## src/rtl/nnet_io_pkg.sv

```systemverilog
// Shared types for the nnet input resource channel.
// Holds default feature geometry, the feature word type and packer states.
package nnet_io_pkg;

   localparam int FEAT_W_DEF = 18;
   localparam int N_FEAT_DEF = 10;

   typedef logic [FEAT_W_DEF-1:0] feat_t;

   typedef enum logic [1:0] {
      IDLE,
      FILL,
      PRESENT
   } state_t;

endpackage

```

## src/rtl/rsc_ack_edge.sv

```systemverilog
// Consumption detector for a *_rsc_triosy_lz handshake line.
// Ports: clk, rst (async, active-high), triosy (level in), ack (0->1 pulse out).
module rsc_ack_edge (
   input  logic clk,
   input  logic rst,
   input  logic triosy,
   output logic ack
);

   logic prev_q;

   always_ff @(posedge clk or posedge rst) begin
      if (rst) begin
         prev_q <= 1'b0;
      end else begin
         prev_q <= triosy;
      end
   end

   // A level that is already high is never an ack; only a fresh rise counts.
   assign ack = triosy & ~prev_q;

endmodule

```

## src/rtl/nnet_input_packer.sv

```systemverilog
// Packs N_FEAT feature words into one frame and presents it on input_1_rsc_*.
// Ports: s_dat/s_vld/s_rdy word stream, flush, input_1_rsc_dat/vld/triosy_lz,
//        frame_cnt (acked frames), err (sticky ack timeout).
// Optional macro NNET_PACKER_TIMEOUT_EN enables the ack timeout and err flag.
module nnet_input_packer
   import nnet_io_pkg::*;
#(
   parameter int FEAT_W      = FEAT_W_DEF,
   parameter int N_FEAT      = N_FEAT_DEF,
   parameter int CNT_W       = 16,
   parameter int TIMEOUT_CYC = 1024
) (
   input  logic                     clk,
   input  logic                     rst,
   input  logic [FEAT_W-1:0]        s_dat,
   input  logic                     s_vld,
   output logic                     s_rdy,
   input  logic                     flush,
   output logic [N_FEAT*FEAT_W-1:0] input_1_rsc_dat,
   output logic                     input_1_rsc_vld,
   input  logic                     input_1_rsc_triosy_lz,
   output logic [CNT_W-1:0]         frame_cnt,
   output logic                     err
);

   localparam int IDX_W = (N_FEAT > 1) ? $clog2(N_FEAT) : 1;
   localparam logic [IDX_W-1:0] LAST = IDX_W'(N_FEAT - 1);

   if (N_FEAT < 2 || TIMEOUT_CYC < 1) begin : g_bad_cfg
      $error("nnet_input_packer: N_FEAT must be >= 2, TIMEOUT_CYC >= 1");
   end

   state_t state_q;
   state_t state_d;

   logic [IDX_W-1:0] idx_q;

   // The last word goes straight to the output, so only N_FEAT-1 slots.
   logic [N_FEAT-2:0][FEAT_W-1:0] slot_q;

   logic ack;
   logic accept;
   logic go_present;
   logic take_ack;
   logic restart;
   logic tmo_now;
   logic tmo_hit;

   rsc_ack_edge u_ack (
      .clk    (clk),
      .rst    (rst),
      .triosy (input_1_rsc_triosy_lz),
      .ack    (ack)
   );

   always_comb begin
      state_d    = state_q;
      accept     = 1'b0;
      go_present = 1'b0;
      take_ack   = 1'b0;
      restart    = 1'b0;
      tmo_hit    = 1'b0;
      unique case (state_q)
         IDLE: begin
            state_d = FILL;
         end
         FILL: begin
            if (flush) begin
               restart = 1'b1;
            end else if (s_vld && s_rdy) begin
               accept = 1'b1;
               if (idx_q == LAST) begin
                  go_present = 1'b1;
                  state_d    = PRESENT;
               end
            end
         end
         PRESENT: begin
            // flush beats ack so a flushed frame is never counted
            if (flush) begin
               restart = 1'b1;
               state_d = FILL;
            end else if (ack) begin
               take_ack = 1'b1;
               state_d  = FILL;
            end else if (tmo_now) begin
               tmo_hit = 1'b1;
               state_d = FILL;
            end
         end
         default: begin
            state_d = IDLE;
         end
      endcase
   end

   always_ff @(posedge clk or posedge rst) begin
      if (rst) begin
         state_q <= IDLE;
      end else begin
         state_q <= state_d;
      end
   end

   always_ff @(posedge clk or posedge rst) begin
      if (rst) begin
         idx_q           <= '0;
         slot_q          <= '0;
         s_rdy           <= 1'b0;
         input_1_rsc_vld <= 1'b0;
         input_1_rsc_dat <= '0;
         frame_cnt       <= '0;
      end else begin
         s_rdy           <= (state_d == FILL);
         input_1_rsc_vld <= (state_d == PRESENT);

         if (restart || take_ack || tmo_hit) begin
            idx_q <= '0;
         end else if (accept) begin
            idx_q <= go_present ? '0 : idx_q + 1'b1;
         end

         if (accept && !go_present) begin
            slot_q[idx_q] <= s_dat;
         end

         // Output only changes when a complete frame lands.
         if (go_present) begin
            input_1_rsc_dat <= {s_dat, slot_q};
         end

         if (take_ack) begin
            frame_cnt <= frame_cnt + 1'b1;
         end
      end
   end

`ifdef NNET_PACKER_TIMEOUT_EN

   localparam int TMO_W = $clog2(TIMEOUT_CYC) + 1;
   localparam logic [TMO_W-1:0] TMO_LAST = TMO_W'(TIMEOUT_CYC - 1);

   logic [TMO_W-1:0] tmo_q;
   logic             err_q;

   // Counter sits at zero outside PRESENT, so entry always starts fresh.
   always_ff @(posedge clk or posedge rst) begin
      if (rst) begin
         tmo_q <= '0;
         err_q <= 1'b0;
      end else begin
         if (state_q == PRESENT && state_d == PRESENT) begin
            tmo_q <= tmo_q + 1'b1;
         end else begin
            tmo_q <= '0;
         end
         if (tmo_hit) begin
            err_q <= 1'b1;
         end
      end
   end

   assign tmo_now = (state_q == PRESENT) && (tmo_q == TMO_LAST);
   assign err     = err_q;

`else

   assign tmo_now = 1'b0;
   assign err     = 1'b0;

`endif

endmodule
```

## config.mk

```make
export PLATFORM = sky130hd
export DESIGN_NAME = nnet_input_packer
export DESIGN_NICKNAME = d
export VERILOG_FILES = /design/src/rtl/nnet_io_pkg.sv /design/src/rtl/rsc_ack_edge.sv /design/src/rtl/nnet_input_packer.sv
export SDC_FILE = /design/constraint.sdc
export NUM_CORES = 1
export LEC_CHECK = 0
export CAP_MARGIN = 10
export CORE_UTILIZATION = 54
export DETAILED_ROUTE_END_ITERATION = 6
export PLACE_DENSITY_LB_ADDON = 0.05
export SETUP_SLACK_MARGIN = 0.05
export SYNTH_ARGS = -nofsm -noshare
export SYNTH_HDL_FRONTEND = slang
export SYNTH_SLANG_ARGS = --single-unit
```

## constraint.sdc

```tcl
create_clock -name clk -period 13.5 [get_ports clk]
set_input_delay 2.025 -clock clk [delete_from_list [all_inputs] [get_ports clk]]
set_output_delay 2.025 -clock clk [all_outputs]
set_load 0.03 [all_outputs]
```

==> results list <==
- For this design, the sink count on the clock tree is approximately 370.
* TritonCTS clock tree: yes
- Pin count of the biggest net entering global routing: 189
- In this run, CTS created clock tree buffers numbering 39.
* Final setup TNS: 0 ps
- Worst slew margin relative to its limit: 0.250
- Pin placement for this block handled 222 I/O pins.
- Distinct cell type count of the synthesized netlist: 45
* Peak supply drop: 109 uV
- STA classifies the critical path startpoint as an input pin.
- For this configuration, the core starts out at a cell density of 0.551.
* Final estimated routing congestion in global placement: 0.752
- The first global-routing pass estimated around 46 mm of wire.
- The run finished with clean final reports.
* Clock root cell: sky130_fd_sc_hd__clkbuf_16
- In the final routed layout, each cell accounts on average for approximately 21 microns.
- In the final layout, the share of cells above drive strength 1 is 0.291.
- Counting every instance in the synthesized netlist gives 864.
- Number of core rows: between 50 and 60
- Layout Area Growth over Synthesis: 24.2%
- Utilization after layout: 0.685
- Of the available clock period, the critical path in the final layout requires 0.334.
* Horizontal extent of the die: 165 microns
- Total number of nets in the final design: 1104
- Number of endpoints with negative hold slack in the final report: 0
- The layout has 1832 filler cells.
- After synthesis the netlist holds a flip-flop and latch count of approximately 370.
* First-pass iteration count of the detailed router: 4
- The critical path is of the in2reg type.
* Power consumption: 2400 uW
- In this run the worst path has a maximum fanout of between 100 and 150.
- Average cell area after synthesis: about 17 sq um
- For this run, the number of Yosys warnings is 0.
- The max-slew violation total from the final report was 0.
- The tightest min-delay check is of the reg2reg type.
- Clock skew on the completed layout was measured at 12.9 ps.
* Area after detailed placement: 0.0166 sq mm
- Summed over all layers, the routed wires come to about 30 mm.
- Number of port buffers: 220
- For this design the static power due to leakage is 0.00890 uW.
- The worst setup path is captured at a flop.
- The number of hold buffers added after CTS was 0.
- The die covers 0.0273 sq mm.
- Timing analysis after detailed placement gives a worst setup slack of 8410 ps.
- The H-tree generated during clock tree synthesis spans 2 levels.
- Power Dens Cells: about 130 mW/mm^2
- Req. time, crit path: 13900 ps
- Setup repair after global routing left no endpoint under its margin.
* Final worst-path setup slack: 9000 ps
- Number of buffers inserted to repair setup after CTS: 0
* Period minus WS final: approximately 4500 ps
- Antenna violations before repair: 0
* Via-to-Cell Ratio: 5.36
- The number of gates resized after CTS was 0.
- Remaining antenna violation count after routing: 0
- Finished layout cell area: approximately 0.018 sq mm
- Number of antenna diodes: 0
* Clock insertion delay at the later pin of the skew report: 520 ps
- The tool flagged a number of max-cap violations equal to 0.
- After legalization and detailed placement, the total HPWL measured 18.3 mm.
* Iter 0 DRT Violations: 471
- Maximum frequency from static timing analysis: 0.222 GHz
- Seq/Total Area, Yosys: 0.639
* Gr ovfl total: 0
- In this run the deepest clock path goes through 3 buffers.
- From bottom edge to top edge, the die measures around 170 microns.
- Data on the critical path arrives at its endpoint at 4910 ps.
* Syn Std Cell Area: 0.0144 sq mm
- Setup violation total in the final timing report: 0
- For the pin with the worst max-slew slack, the measured transition is between 1000 and 1500 ps.
- Vias: 7682
- Worst-path clk slew: around 60 ps
* DRC: 0
- Core Box Area: 0.0261 sq mm
- Via count of the first global-routing pass: 7932
* Net count after synthesis: roughly 900
* Global-route usage over all layers: 0.225
kinds of logic (layout without fill, tap and decap cells):
group           Yosys count  after routing  synth area share
flops                   367            367             0.639
mux                     343            343             0.282
buf+inv                  62            296            0.0292
simple gates             56             56            0.0269
xor+xnor                 16             16           0.00976
compound gates           10             10           0.00462
fa+ha+maj                 9              9           0.00784
other cells               1              1          0.000261
area by class of cell:
class | count | area [sq um] | share of cell area
repair buffers | 223 | 2240 | 0.125
flip-flops and latches | 367 | 9180 | 0.515
inverters | 6 | 30.0 | 0.00168
clock inverters | 5 | 43.8 | 0.00245
multi-input cells | 435 | 4770 | 0.268
well taps | 335 | 419 | 0.0235
clock buffers | 62 | 1150 | 0.0647
metrics by stage:
stage,cells,hold slack (ps)
after floorplan,864,452
after detailed placement,1366,464
final,1433,467
after global routing,1433,491
after CTS,1433,472
after global placement,1366,458
per-layer routing:
layer | up-vias | track usage | part of all wire
met4 | 0 | 0.0588 | 0.018
met1 | 4016 | 0.321 | 0.46
met2 | 190 | 0.350 | 0.47
met5 | - | 0 | 0
met3 | 38 | 0.0490 | 0.056
li1 | 3438 | - | -
cells in the final DEF, fill, tap and decap left out, types with 2 or more instances in the layout:
cell	n
sky130_fd_sc_hd__a21oi_1	4
sky130_fd_sc_hd__and2_1	4
sky130_fd_sc_hd__and3_1	2
sky130_fd_sc_hd__and4_1	2
sky130_fd_sc_hd__buf_4	2
sky130_fd_sc_hd__clkbuf_1	15
sky130_fd_sc_hd__clkbuf_16	40
sky130_fd_sc_hd__clkbuf_8	7
sky130_fd_sc_hd__clkdlybuf4s50_1	220
sky130_fd_sc_hd__clkinv_2	2
sky130_fd_sc_hd__dfrtp_1	367
sky130_fd_sc_hd__ha_1	9
sky130_fd_sc_hd__inv_1	5
sky130_fd_sc_hd__mux2_1	89
sky130_fd_sc_hd__mux2_2	204
sky130_fd_sc_hd__mux2_4	50
sky130_fd_sc_hd__nand2_1	12
sky130_fd_sc_hd__nand2_4	4
sky130_fd_sc_hd__nand3_1	7
sky130_fd_sc_hd__nand4_1	5
sky130_fd_sc_hd__nor2_1	3
sky130_fd_sc_hd__nor3_1	3
sky130_fd_sc_hd__xnor2_1	13
sky130_fd_sc_hd__xor2_1	3
power by group:
part           total [uW]  switching [uW]  internal (uW)
sequential           1220            42.8           1180
combinational         177            88.7           88.0
clock                 995             409            585
sequential cells by signal, indices dropped and copies added (netlist names):
name	flops
idx_q	4
state_q	2
u_ack.prev_q	1
slot_q	162
input_1_rsc_vld	1
s_rdy	1
frame_cnt	16
input_1_rsc_dat	180
worst paths after layout:
check	from	end	slack, ps	cells after the start
max	flush	input_1_rsc_dat[173]$_DFFE_PP0P_	9000	5
min	frame_cnt[15]$_DFFE_PP0P_	frame_cnt[15]$_DFFE_PP0P_	470	1
max reg2reg	idx_q[1]$_DFFE_PP0P_	input_1_rsc_dat[173]$_DFFE_PP0P_	10320	7
min reg2reg	frame_cnt[15]$_DFFE_PP0P_	frame_cnt[15]$_DFFE_PP0P_	470	1
max in group asynchronous	rst	slot_q[59]$_DFFE_PP0P_	9890	3
min in group asynchronous	rst	frame_cnt[15]$_DFFE_PP0P_	2090	2
worst max-delay path, stage by stage:
cell                              delay (ps)
sky130_fd_sc_hd__clkdlybuf4s50_1         710
sky130_fd_sc_hd__nor3_2                  160
sky130_fd_sc_hd__nand2_8                 630
sky130_fd_sc_hd__buf_4                   890
sky130_fd_sc_hd__mux2_2                  420
Yosys cell counts, drive strengths merged:
master | number | area [sq um]
a21o | 1 | 7.51
a21oi | 4 | 20.0
a311oi | 1 | 8.76
a31oi | 1 | 6.26
and2 | 5 | 33.8
and3 | 2 | 12.5
and4 | 2 | 17.5
and4b | 2 | 23.8
and4bb | 1 | 12.5
buf | 55 | 393
clkbuf | 1 | 3.75
conb | 1 | 3.75
dfrtp | 367 | 9180
ha | 9 | 113
inv | 6 | 22.5
mux2 | 343 | 4050
nand2 | 17 | 96.3
nand3 | 7 | 35.0
nand3b | 1 | 7.51
nand4 | 5 | 31.3
nand4b | 2 | 32.5
nor2 | 3 | 11.3
nor2b | 1 | 6.26
nor3 | 4 | 25.0
nor3b | 2 | 26.3
nor4 | 1 | 6.26
nor4b | 1 | 8.76
o21a | 1 | 7.51
o311ai | 1 | 8.76
o31ai | 1 | 7.51
xnor2 | 13 | 114
xor2 | 3 | 26.3
Note: power is estimated with default switching activity, not from simulation.
